==> config.mk <==
export PLATFORM = sky130hd
export DESIGN_NAME = gpio_debounce
export DESIGN_NICKNAME = d
export VERILOG_FILES = /design/src/rtl/gpio_debounce.sv
export SDC_FILE = /design/constraint.sdc
export NUM_CORES = 1
export LEC_CHECK = 0
export CAP_MARGIN = 20
export CORE_ASPECT_RATIO = 0.75
export CORE_MARGIN = 4
export CORE_UTILIZATION = 40
export CTS_CLUSTER_DIAMETER = 60
export DETAILED_ROUTE_END_ITERATION = 12
export GPL_TIMING_DRIVEN = 0
export MAX_ROUTING_LAYER = met4
export PLACE_DENSITY_LB_ADDON = 0.15
export SYNTH_ARGS = -nofsm -noshare
export SYNTH_HDL_FRONTEND = slang
export SYNTH_SLANG_ARGS = --single-unit
==> constraint.sdc <==
create_clock -name clk -period 5.45 [get_ports clk]
set_input_delay 0.545 -clock clk [delete_from_list [all_inputs] [get_ports clk]]
set_output_delay 0.545 -clock clk [all_outputs]
set_load 0.005 [all_outputs]
==> src/rtl/gpio_debounce.sv <==
// Per-pin 2-FF synchroniser and programmable debouncer feeding gpio.gpi, with a small register window.
// Optional build macro GPIO_DEBOUNCE_IRQ_EN adds IRQ_MASK at 0x14 and an irq output.
module gpio_debounce #(
    parameter int gpio_w     = 8,
    parameter int cnt_w      = 16,
    parameter int rst_period = 100
) (
    input  logic              clk,
    input  logic              rst,
    input  logic [31:0]       addr,
    input  logic              we,
    input  logic [31:0]       wd,
    output logic [31:0]       rd,
    input  logic [gpio_w-1:0] pin_i,
    output logic [gpio_w-1:0] gpi_o
`ifdef GPIO_DEBOUNCE_IRQ_EN
    ,
    output logic              irq
`endif
);

    logic [gpio_w-1:0] r_s1;
    logic [gpio_w-1:0] r_s2;
    logic [gpio_w-1:0] r_stable;
    logic [gpio_w-1:0] r_bypass;
    logic [gpio_w-1:0] r_change;
    logic [cnt_w-1:0]  r_period;
    logic [cnt_w-1:0]  r_cnt [gpio_w];

    logic [gpio_w-1:0] w_stable_nxt;
    logic [cnt_w-1:0]  w_cnt_nxt [gpio_w];
    logic              w_wr_period;
    logic              w_wr_bypass;
    logic              w_wr_change;
    logic              w_unused;

    assign w_wr_period = we && (addr[7:0] == 8'h00);
    assign w_wr_bypass = we && (addr[7:0] == 8'h04);
    assign w_wr_change = we && (addr[7:0] == 8'h10);
    assign w_unused    = ^{addr[31:8], wd};
    assign gpi_o       = r_stable;

`ifdef GPIO_DEBOUNCE_IRQ_EN
    logic [gpio_w-1:0] r_irq_mask;
    logic              r_irq;
    logic              w_wr_mask;

    assign w_wr_mask = we && (addr[7:0] == 8'h14);
    assign irq       = r_irq;

    // irq follows the masked sticky change bits one edge later
    always_ff @(posedge clk) begin
        if (rst) begin
            r_irq_mask <= '0;
            r_irq      <= 1'b0;
        end else begin
            if (w_wr_mask) begin
                r_irq_mask <= wd[gpio_w-1:0];
            end
            r_irq <= |(r_change & r_irq_mask);
        end
    end
`endif

    // Next-state debounce decision per pin; >= lets a lowered PERIOD commit immediately
    always_comb begin
        for (int i = 0; i < gpio_w; i++) begin
            w_stable_nxt[i] = r_stable[i];
            w_cnt_nxt[i]    = '0;
            if (r_bypass[i]) begin
                w_stable_nxt[i] = r_s2[i];
            end else if (r_s2[i] == r_stable[i]) begin
                w_cnt_nxt[i] = '0;
            end else if (r_cnt[i] >= r_period) begin
                w_stable_nxt[i] = r_s2[i];
            end else begin
                w_cnt_nxt[i] = r_cnt[i] + cnt_w'(1);
            end
        end
    end

    // Synchroniser, debounce state and software registers
    always_ff @(posedge clk) begin
        if (rst) begin
            r_s1     <= '0;
            r_s2     <= '0;
            r_stable <= '0;
            r_bypass <= '0;
            r_change <= '0;
            r_period <= cnt_w'(rst_period);
            for (int i = 0; i < gpio_w; i++) begin
                r_cnt[i] <= '0;
            end
        end else begin
            r_s1     <= pin_i;
            r_s2     <= r_s1;
            r_stable <= w_stable_nxt;
            for (int i = 0; i < gpio_w; i++) begin
                r_cnt[i] <= w_cnt_nxt[i];
            end
            if (w_wr_period) begin
                r_period <= wd[cnt_w-1:0];
            end
            if (w_wr_bypass) begin
                r_bypass <= wd[gpio_w-1:0];
            end
            // a fresh toggle beats a simultaneous write-1-to-clear
            if (w_wr_change) begin
                r_change <= (r_change & ~wd[gpio_w-1:0]) | (w_stable_nxt ^ r_stable);
            end else begin
                r_change <= r_change | (w_stable_nxt ^ r_stable);
            end
        end
    end

    // Combinational read mux; unmapped addresses and unused bits read zero
    always_comb begin
        rd = '0;
        case (addr[7:0])
            8'h00:   rd[cnt_w-1:0]  = r_period;
            8'h04:   rd[gpio_w-1:0] = r_bypass;
            8'h08:   rd[gpio_w-1:0] = r_s2;
            8'h0C:   rd[gpio_w-1:0] = r_stable;
            8'h10:   rd[gpio_w-1:0] = r_change;
`ifdef GPIO_DEBOUNCE_IRQ_EN
            8'h14:   rd[gpio_w-1:0] = r_irq_mask;
`endif
            default: rd = '0;
        endcase
    end

endmodule

==> flow_summary.yaml <==
logic_synthesis:
  synth_top_family_by_area: "simple AND/OR/NAND/NOR gates"
  synth_top_cell_by_area: "dfxtp_1"
  synth_compound_area_share_pct: 9.67
  synth_fa_ha_area_share_pct: 16.2
  yosys_warnings: 0
  synthMuxAreaShare_pct: 1.42
  syn_inst: 1202
  synth_area_leaders: "dfxtp_1 35%, ha_1 16%, nor2_1 6.0%"
  ys_seq_area_share_pct: 35.2
  synth-simple-area-share_pct: 23.1
  synth_edf_count: 0
  synth_top_area_share_pct: 35.2
  synth_seq_cells: 184
  syn_avg_cell_area_um2: 8.71
  ys_types: 50
  synthTopCellsByCount: "184 x dfxtp_1, 168 x nor2_1, 136 x ha_1"
  synth_most_common_cell: "dfxtp_1"
  synth_xor_area_share_pct: 10.0
  synthFlopType: "dfxtp_1"
  synthArstFlopShare_pct: 0
  synthesis.area_mm2: 0.0105
hold_path:
  hp-class: "flip-flop to flip-flop"
die:
  initial_core_util_pct: 41.3
  coreArea_mm2: 0.0253
  dieHeight_um: 148
  die_x_um: 195
  io_pins: 115
  fp.dieArea_mm2: 0.0289
  rows: 50
pwr:
  cellInternalPower_mw: 2.09
  powerDensity_mw_per_mm2: 225
  switching_share_pct: 23.4
  p_leak_nw: 4.51
  peakVddDrop_mv: 0.221
  switchingPower_mw: 0.638
  p_clk_share_pct: 46.7
  p_comb_share_pct: 3.5
  seqPwrFrac_pct: 49.8
final_layout:
  final.fill_count: 2477
  fin_area_mm2: 0.0121
  drive_gt1_share_pct: 5.90
  regArea_mm2: 0.00368
  syn_to_final_growth_pct: 15.7
  multiInputGateArea_mm2: 0.00639
  nets: 1504
clock_network:
  cts_root_buffer: "clkbuf_16"
  clk_latency_ps: 440
  clk_pin_slew_ps: 70
  clock_sinks: 184
  cts_tree: "done"
  numCtsBuffers: 17
  cts_resized: 0
  post-cts-setup-buffers: 0
  htree_levels: 4
  clockBufferDepth: 2
  hold_buffers: 0
route:
  drc: 0
  num_vias: 8639
  wl_per_cell_um: 17.2
  drtIter0Drc: 525
  routed_wirelength_mm: 28.3
  ant_nets: 0
  firstDrtPassIters: 5
  via_per_inst: 5.25
worst_setup_path:
  crit_arrival_ps: 3210
  required_ps: 4910
  cp-start-kind: "primary input"
  critPathKind: "primary input to output pin"
  cp_max_fo: 10
  critical_path.endpoint_type: "output pin"
global_route:
  grt_pass1_vias: 7972
  antenna_found_initial: 1
  grt_max_degree: 17
  grt-ovfl-total: 0
  globalRouteTotalUtil_pct: 20.3
  grt_first_pass_wirelength_mm: 44.8
sta:
  drv_slew: 0
  clock-skew-final_ps: 8.73
  hold_slack_ps: 436
  worst_pin_slew_ps: 777
  finalSetupViolCount: 0
  rsz0062_at_grt: "no"
  min_period_ps: 3750
  maxSlewHeadroom_pct: 47.8
  tns_ps: 0
  clock.fmax_mhz: 267
  timing.final.crit_share_pct: 68.8
  layout_setup_ws_ps: 1700
  finalHoldViolations: 0
placement:
  place_congestion: 0.823
  pre_cts_ws_ps: 1720
  port_buffers: 57
  hpwl_mm: 20.3
  dpl_cell_area_mm2: 0.0115
outcome:
  status: "completed"
run:
  cap_violations: 0
## worst max-delay path: stages
cell             delay, ps
clkdlybuf4s50_1        470
clkbuf_1               550
nor2b_1                200
clkbuf_1               450
a22oi_1                180
nor2_1                 110
a221o_2                170
clkdlybuf4s50_1        510
## final timing paths
kind	to	startpoint	slack (ps)	cells past startpoint
setup / recovery	rd[1]	addr[2]	1700	8
hold / removal	r_s2[3]$_SDFF_PP0_	r_s1[3]$_SDFF_PP0_	440	1
setup reg to reg	r_cnt[1][55]$_SDFF_PP0_	r_period[10]$_SDFFE_PP0P_	2480	8
hold reg to reg	r_s2[3]$_SDFF_PP0_	r_s1[3]$_SDFF_PP0_	440	1
## power groups by stage
stage | Clock, mW | Combinational [mW] | Sequential (mW)
after floorplan | 0 | 0.0476 | 1.39
after global placement | 0 | 0.0955 | 1.39
after detailed placement | 0 | 0.0960 | 1.39
after CTS | 1.30 | 0.0966 | 1.36
after global routing | 1.35 | 0.105 | 1.36
final | 1.27 | 0.0964 | 1.36
## cell usage in the layout (no fill, tap or decap), types with 20 or more instances in the layout
| cell | netlist | routed |
|---|---|---|
| nand4_1 | 45 | 45 |
| and3_1 | 22 | 22 |
| dfxtp_1 | 184 | 184 |
| ha_1 | 136 | 136 |
| nor3_1 | 25 | 25 |
| xor2_1 | 69 | 69 |
| clkbuf_1 | 22 | 23 |
| o21ai_0 | 38 | 38 |
| inv_1 | 44 | 44 |
| nand3_1 | 69 | 69 |
| and4_1 | 20 | 20 |
| xnor2_1 | 51 | 51 |
| clkdlybuf4s50_1 | 0 | 57 |
| nor2_1 | 168 | 168 |
| a21oi_1 | 47 | 47 |
| nand2_1 | 108 | 108 |
## metal layers
metal,vias up,GRT usage [%],part of all wire [%]
met4,0,3.98,0.92
li1,4398,-,-
met3,19,3.44,3.7
met2,141,30.6,43
met1,4081,28.9,52
met5,-,-,0
## cell families after synthesis
group / after synthesis
AO/OA/AOI/OAI: 155
XOR/XNOR: 120
adder cells (fa/ha/maj): 136
buffers and inverters: 92
flip-flops: 184
multiplexers: 14
other: 1
AND/OR/NAND/NOR: 500
## flip-flops by register name, summed over array words and instances, names as in the netlist
| name | flops |
|---|---|
| gpi_o | 8 |
| r_bypass | 8 |
| r_change | 8 |
| r_cnt | 128 |
| r_period | 16 |
| r_s1 | 8 |
| r_s2 | 8 |
## through the flow
step / utilization, % / power, mW / std cells
after floorplan: - / 1.43 / 1217
after global placement: 45.5 / 1.48 / 1612
after detailed placement: 45.5 / 1.48 / 1612
after CTS: 47.8 / 2.75 / 1644
after global routing: 47.8 / 2.81 / 1645
final: 47.8 / 2.72 / 1645
## final cells by class
| cell class | count | share of cell area, % |
|---|---|---|
| Inverter | 45 | 1.39 |
| Multi-Input combinational cell | 941 | 52.8 |
| Clock inverter | 13 | 1.22 |
| Tap cell | 338 | 3.49 |
| Antenna cell | 1 | 0.0207 |
| Timing Repair Buffer | 57 | 4.71 |
| Sequential cell | 184 | 30.4 |
| Buffer | 47 | 2.34 |
| Clock buffer | 19 | 3.66 |
No activity file was read; power rests on OpenSTA's default activity.
